[src/rtl/button_press_classifier.sv]
// button_press_classifier
// Classifies a debounced, active-high button level into press/release edges
// and gesture events: short press, long press with auto-repeat, and double click.
// Every output is a registered single-cycle pulse, except busy, which is a
// registered level that is high whenever the classifier is inside a gesture.
`timescale 1ns/1ps

module button_press_classifier #(
    parameter int unsigned LONG_CYC   = 25_000_000,
    parameter int unsigned DBL_CYC    = 12_500_000,
    parameter int unsigned REPEAT_CYC = 5_000_000,
    parameter int unsigned CNT_W      = 25
) (
    input  logic clk,
    input  logic rst_n,
    input  logic btn_db,
    output logic press_pulse,
    output logic release_pulse,
    output logic short_press,
    output logic long_press,
    output logic repeat_pulse,
    output logic double_click,
    output logic busy
);

    typedef enum logic [2:0] {
        IDLE,
        PRESS1,
        WAIT2,
        PRESS2,
        HOLD
    } state_t;

    // Terminal timer values, truncated to the timer width.
    localparam logic [CNT_W-1:0] LONG_LAST   = CNT_W'(LONG_CYC - 1);
    localparam logic [CNT_W-1:0] DBL_LAST    = CNT_W'(DBL_CYC - 1);
    localparam logic [CNT_W-1:0] REPEAT_LAST = CNT_W'(REPEAT_CYC - 1);

    state_t           state;
    state_t           next_state;
    logic [CNT_W-1:0] timer;
    logic [CNT_W-1:0] timer_nx;
    logic             btn_q;
    logic             rise;
    logic             fall;
    logic             short_nx;
    logic             long_nx;
    logic             repeat_nx;
    logic             double_nx;
    logic             repeat_wrap;

    assign rise = btn_db & ~btn_q;
    assign fall = ~btn_db & btn_q;

    // Gesture sequencing: release/press edges take priority over timer expiry.
    always_comb begin
        next_state  = state;
        short_nx    = 1'b0;
        long_nx     = 1'b0;
        repeat_nx   = 1'b0;
        double_nx   = 1'b0;
        repeat_wrap = 1'b0;
        case (state)
            IDLE: begin
                if (rise) begin
                    next_state = PRESS1;
                end
            end
            PRESS1: begin
                if (fall) begin
                    next_state = WAIT2;
                end else if (timer == LONG_LAST) begin
                    long_nx    = 1'b1;
                    next_state = HOLD;
                end
            end
            WAIT2: begin
                if (rise) begin
                    next_state = PRESS2;
                end else if (timer == DBL_LAST) begin
                    short_nx   = 1'b1;
                    next_state = IDLE;
                end
            end
            PRESS2: begin
                if (fall) begin
                    double_nx  = 1'b1;
                    next_state = IDLE;
                end
            end
            HOLD: begin
                if (fall) begin
                    next_state = IDLE;
                end else if (timer == REPEAT_LAST) begin
                    repeat_nx   = 1'b1;
                    repeat_wrap = 1'b1;
                end
            end
            default: begin
                next_state = IDLE;
            end
        endcase
    end

    // Timer restarts on every state change and on each repeat period; parked at 0 in IDLE.
    always_comb begin
        timer_nx = timer + 1'b1;
        if ((next_state != state) || repeat_wrap || (state == IDLE)) begin
            timer_nx = '0;
        end
    end

    // State, timer, edge history and registered output pulses.
    always_ff @(posedge clk or negedge rst_n) begin
        if (!rst_n) begin
            state         <= IDLE;
            timer         <= '0;
            btn_q         <= 1'b0;
            press_pulse   <= 1'b0;
            release_pulse <= 1'b0;
            short_press   <= 1'b0;
            long_press    <= 1'b0;
            repeat_pulse  <= 1'b0;
            double_click  <= 1'b0;
            busy          <= 1'b0;
        end else begin
            state         <= next_state;
            timer         <= timer_nx;
            btn_q         <= btn_db;
            press_pulse   <= rise;
            release_pulse <= fall;
            short_press   <= short_nx;
            long_press    <= long_nx;
            repeat_pulse  <= repeat_nx;
            double_click  <= double_nx;
            busy          <= (next_state != IDLE);
        end
    end

endmodule

[config.mk]
export PLATFORM = sky130hd
export DESIGN_NAME = button_press_classifier
export DESIGN_NICKNAME = d
export VERILOG_FILES = /design/src/rtl/button_press_classifier.sv
export SDC_FILE = /design/constraint.sdc
export NUM_CORES = 1
export LEC_CHECK = 0
export CAP_MARGIN = 15
export CORE_ASPECT_RATIO = 0.9
export CORE_MARGIN = 2
export CORE_UTILIZATION = 39
export CTS_BUF_LIST = sky130_fd_sc_hd__clkbuf_2
export DETAILED_ROUTE_END_ITERATION = 8
export GPL_TIMING_DRIVEN = 1
export PLACE_DENSITY_LB_ADDON = 0.25
export SKIP_CTS_REPAIR_TIMING = 1
export SLEW_MARGIN = 20
export SYNTH_ARGS = -nofsm -noshare
export SYNTH_HDL_FRONTEND = slang
export SYNTH_SLANG_ARGS = --single-unit
[constraint.sdc]
create_clock -name clk -period 2.5 [get_ports clk]
set_clock_uncertainty 0.15 [all_clocks]
set_input_delay 0.625 -clock clk [delete_from_list [all_inputs] [get_ports clk]]
set_output_delay 0.625 -clock clk [all_outputs]
set_load 0.05 [all_outputs]
==> results.cfg, run 1 <==
[clock_tree]
clk-insertion-delay-late_ns = 0.37
clk_pin_slew_ns = 0.19
cts_tree = done
clock_sinks = 36
numCtsBuffers = 5
root_buffer = clkbuf_2
htreeDepth = 2
clk_path_buf_depth = 2

[layout]
fin_nets = 213
layout-drive-gt1-share_pct = 19.5
antenna_cells = 0
syn2layout_area_growth_pct = 13.6

[place]
place_congestion = 0.806
place_ws_ns = -0.0871
dpl.hpwl_um = 2670
portBuffers = 9

[die]
start_util_pct = 40.2
dieArea_um2 = 5560
core-area_um2 = 4830
die_width_um = 78.4
ios = 10
row_count = 24
dieHeight_um = 70.9

[worst_setup_path]
criticalPathCategory = register to output pin
crit_required_ns = 1.73
path_cells = clkdlybuf4s50_1
path_buf_inv = 1
cp_slowest_cell = clkdlybuf4s50_1
cp.arrival_ns = 1.52
cp_slowest_stage_delay_ns = 0.79
cp-start-kind = register
cp_top_family = buffers and inverters
critPathMaxFanout = 1
end_kind = output pin

[timing]
period_share_pct = 91.7
maxSlewViolCount = 0
rsz0062_at_grt = false
tightest_slew_ns = 0.773
fmax_mhz = 436
finalSetupViolCount = 0
hold_viol = 0
slew_headroom_pct = 48.5
period_minus_slack_ns = 2.29
fin_ws_ns = 0.207

[global_routing]
grt_antenna_before_repair = 0
grt_pass1_wl_um = 6600
grt_max_degree = 37
grt_use_total_pct = 15.3
grt-ovfl-total = 0
grt_pass1_vias = 1363

[run_status]
run_status = completed

[yosys]
syn_nets = 191
synth_top_flop_cell = dfrtp_1
ys_top_cells_by_count = dfrtp_1 (36), nor2_1 (23), nand2_1 (16)
syn_area_um2 = 1940
avgSynthCellArea_um2 = 10.4
ys_seq_area_share_pct = 46.4
netlist_top_cells_area = dfrtp_1 (46%), xor2_1 (6.3%), nor3_2 (5.7%)
synth_most_common_cell = dfrtp_1
synth_edf_count = 0
ys_ff_latch = 36
synth_top_area_cell = dfrtp_1
synth_warnings = 0
yosysTopAreaCellShare_pct = 46.4
synthCells = 187
synthArstFlopShare_pct = 100
synth_cell_types = 43

[flow_run]
maxCapViolCount = 0

[detailed_routing]
drt-pass1-iter-count = 4
vias = 1390
wirelength_um = 3740
drcViolationCount = 0
drtIter0Drc = 31
vias_per_cell = 5.05
wl_per_cell_um = 13.6
ant_nets = 0

[power]
p_leak_nw = 0.918
power_density_nw_per_um2 = 566
report.power.total_mw = 1.25
ir_drop_uv = 300

[min_path]
hold_path_class = input pin to async pin
placed cells by master, fill, tap and decap left out, types with 2 or more instances in the layout:
master,synthesis,layout
and2_2,3,3
nand4_1,10,10
buf_4,0,9
nor4bb_1,2,2
nor2_1,23,23
inv_1,4,4
nor3_2,11,11
buf_12,1,3
nor3_1,10,10
nor4_2,2,2
dfrtp_1,36,36
nor4_1,4,4
clkbuf_2,0,7
a22oi_1,2,2
nand2_1,16,16
nand2b_1,2,2
xor2_1,14,14
and4_1,2,2
nand3_1,8,8
clkdlybuf4s50_1,0,8
xnor2_1,10,10
per-layer routing:
| layer | global-route usage, % | part of all wire [%] | vias up | wire [µm] |
|---|---|---|---|---|
| met4 | 6.04 | 1.6 | 0 | 60 |
| met1 | 21.2 | 51 | 662 | 1910 |
| met3 | 3.83 | 2.9 | 6 | 110 |
| met5 | 0 | 0 | - | 0 |
| li1 | - | - | 703 | - |
| met2 | 23.0 | 44 | 19 | 1660 |
area by class of cell:
type | instances | area (µm²)
sequential | 36 | 901
clock buffer | 7 | 35.0
multi-input combinational | 141 | 957
tap | 65 | 81.3
inverter | 4 | 15.0
fill | 488 | 2630
clock inverter | 1 | 3.75
timing repair buffer | 21 | 213
metrics by stage:
step                      cell area (µm²)  utilization (%)  std cells  TNS (ns)  hold WS (ns)
after floorplan                      1940                -        187         0         0.179
after global placement               2170             44.8        267    -0.228         0.363
after detailed placement             2170             44.8        267    -0.628         0.363
after CTS                            2210             45.6        275         0         0.158
after global routing                 2210             45.6        275         0         0.182
final                                2210             45.6        275         0         0.146
registers in the layout, summed over array words and instances (netlist names):
register	count
press_pulse	1
repeat_pulse	1
short_press	1
busy	1
btn_q	1
release_pulse	1
long_press	1
timer	25
double_click	1
state	3
cells by family (layout without fill, tap and decap cells):
group,after synthesis,in the layout,share of synthesized area (%)
AND/OR/NAND/NOR,108,108,35.1
flip-flops,36,36,46.4
XOR/XNOR,24,24,10.8
buffers and inverters,10,33,4.32
AO/OA/AOI/OAI,8,8,2.77
adder cells (fa/ha/maj),1,1,0.644
power breakdown:
group          switching (mW)  internal (mW)  leakage [nW]  total, mW
Combinational           0.174          0.145         0.398      0.319
Clock                   0.185         0.0750        0.0306      0.260
Sequential             0.0489          0.621         0.490      0.670
Total                   0.408          0.841         0.918       1.25
worst paths after layout:
| kind | slack (ns) | end | from | depth (start not counted) |
|---|---|---|---|---|
| hold / removal | 0.15 | timer[22] | rst_n | 1 |
| setup reg to reg | 0.22 | timer[20] | timer[0] | 7 |
| hold reg to reg | 0.38 | timer[0] | timer[0] | 1 |
| min in group clk | 0.38 | timer[0] | timer[0] | 1 |
| setup / recovery | 0.21 | press_pulse | press_pulse | 1 |
| max in group asynchronous | 1.54 | timer[18] | rst_n | 1 |
No activity file was read; power rests on OpenSTA's default activity.
==> inputs of run 2 (changes only) <==
Settings changed: CORE_ASPECT_RATIO 0.9 to 1.5.
Clock period 2.5 ns to 2.1 ns, I/O delays scaled along.
==> run 2 against run 1 <==
  * Via count rose by 6.9%
  * Combinational power increased by 39%
  * Power grew 34%
  * Setup slack got worse by 0.14 ns
  * Critical path depth rose by 6
  * Wire length up 10%
  * Non-clock buffer count rose by 20
  * Flip-flop and latch count unchanged
  * Die area grew 0.20%
  * Clock power rose by 71%
  * Sequential power grew 17%
  * Critical path type is now input pin to register
==> results.cfg, run 2 (synthesis gave the netlist of run 1 again) <==
[global_routing]
grt_pass1_wl_um = 7020
grt_pass1_vias = 1538
grt-ovfl-total = 0
grt_max_degree = 20
grt_antenna_before_repair = 0
grt_use_total_pct = 16.8

[clock_tree]
cts_tree = done
clk_path_buf_depth = 2
numCtsBuffers = 5
root_buffer = clkbuf_2
clock_sinks = 36
clk-insertion-delay-late_ns = 0.40
clk_pin_slew_ns = 0.20
htreeDepth = 2

[layout]
fill_cells = 506
layout.cells.most_common_list = dfrtp_1 (36), buf_4 (34), nor2_1 (23)
largest_reg_flops = 25
top_register = timer
antenna_cells = 0
finalNonFillerCells = 296
layout-drive-gt1-share_pct = 30.4
final_design_area_no_fill_um2 = 2390
syn2layout_area_growth_pct = 23.0
reg.largest.list = timer: 25 flops, state: 3 flops
fin_nets = 233
final_common_cell = dfrtp_1
final_util_pct = 49.7

[die]
ios = 10
dieArea_um2 = 5570
row_count = 31
die_width_um = 61.6
start_util_pct = 40.4
dieHeight_um = 90.4
core-area_um2 = 4810

[worst_setup_path]
r2r_start = timer[12]
cp.arrival_ns = 2.21
critPathMaxFanout = 10
timing.rr.end = timer[17]
crit_required_ns = 2.27
cp-start-kind = input pin
r2r_cells = 6
criticalPathCategory = input pin to register
r2r_slack_ns = 0.10
end_kind = register

[place]
portBuffers = 9
placed_cell_area_um2 = 2310
dpl.cell_count = 287
place_congestion = 0.770
dpl.hpwl_um = 3100

[flow_run]
maxCapViolCount = 0

[timing]
fmax_mhz = 492
hold_viol = 0
maxSlewViolCount = 0
rsz0062_at_grt = false
slew_headroom_pct = 71.3
period_minus_slack_ns = 2.03
finalSetupViolCount = 0
tightest_slew_ns = 0.430
period_share_pct = 96.8

[detailed_routing]
vias_per_cell = 5.02
drt-pass1-iter-count = 4
ant_nets = 0
drtIter0Drc = 56
vias = 1486
drcViolationCount = 0
wirelength_um = 4110
wl_per_cell_um = 13.9

[power]
pwr-share-seq_pct = 47.0
ir_drop_uv = 490
power_density_nw_per_um2 = 701
pwr-share-clk_pct = 26.5
p_leak_nw = 1.04
p_int_mw = 1.14
comb_power_share_pct = 26.5
p_sw_share_pct = 31.8
switching_power_uw = 533

[run_status]
run_status = completed

[min_path]
hold_path_class = input pin to async pin
[run 2: power groups by stage]
stage                     logic (mW)  registers (mW)  clock network (mW)
after floorplan                0.252           0.826                   0
after global placement         0.440           0.798                   0
after detailed placement       0.445           0.798                   0
after CTS                      0.447           0.785               0.456
after global routing           0.492           0.795               0.482
final                          0.444           0.786               0.445
[run 2: worst max-delay path, cell delays in order]
cell and delay (ns):
clkdlybuf4s50_1 0.44, or2b_2 0.31, nand3_1 0.10, and4bb_1 0.24, nand4b_4 0.22, buf_12 0.18, nor3_1 0.18
[run 2: metal layers]
layer	vias to the layer above	global-route usage (%)	routed length [µm]
li1	741	-	-
met1	715	18.9	1660
met2	21	28.9	2260
met3	9	4.30	98
met4	0	6.56	95
met5	-	0	0
[run 2: worst max-delay path by stage]
| stage | cells past startpoint | start | end |
|---|---|---|---|
| after floorplan | 8 | timer[0] | timer[12] |
| after global placement | 7 | btn_db | timer[11] |
| after detailed placement | 7 | btn_db | timer[6] |
| after CTS | 7 | timer[0] | timer[6] |
| after global routing | 6 | timer[13] | timer[17] |
| final | 7 | btn_db | timer[6] |
[run 2: area by class of cell]
class	instances	area (µm²)	share of cell area (%)
Clock buffer	5	25.0	1.05
Clock inverter	3	42.5	1.78
Inverter	4	15.0	0.629
Multi-Input combinational cell	141	962	40.3
Sequential cell	36	901	37.7
Tap cell	66	82.6	3.46
Timing Repair Buffer	41	360	15.1
[run 2: metrics by stage]
| stage | setup TNS, ns | setup WS (ns) | hold slack [ns] | power (mW) |
|---|---|---|---|---|
| after floorplan | 0 | 0.0749 | 0.0794 | 1.08 |
| after global placement | -7.84 | -0.324 | 0.339 | 1.24 |
| after detailed placement | -8.02 | -0.331 | 0.340 | 1.24 |
| after CTS | -0.0292 | -0.0132 | -0.122 | 1.69 |
| after global routing | 0 | 0.0123 | 0.423 | 1.77 |
| final | 0 | 0.0680 | 0.406 | 1.68 |
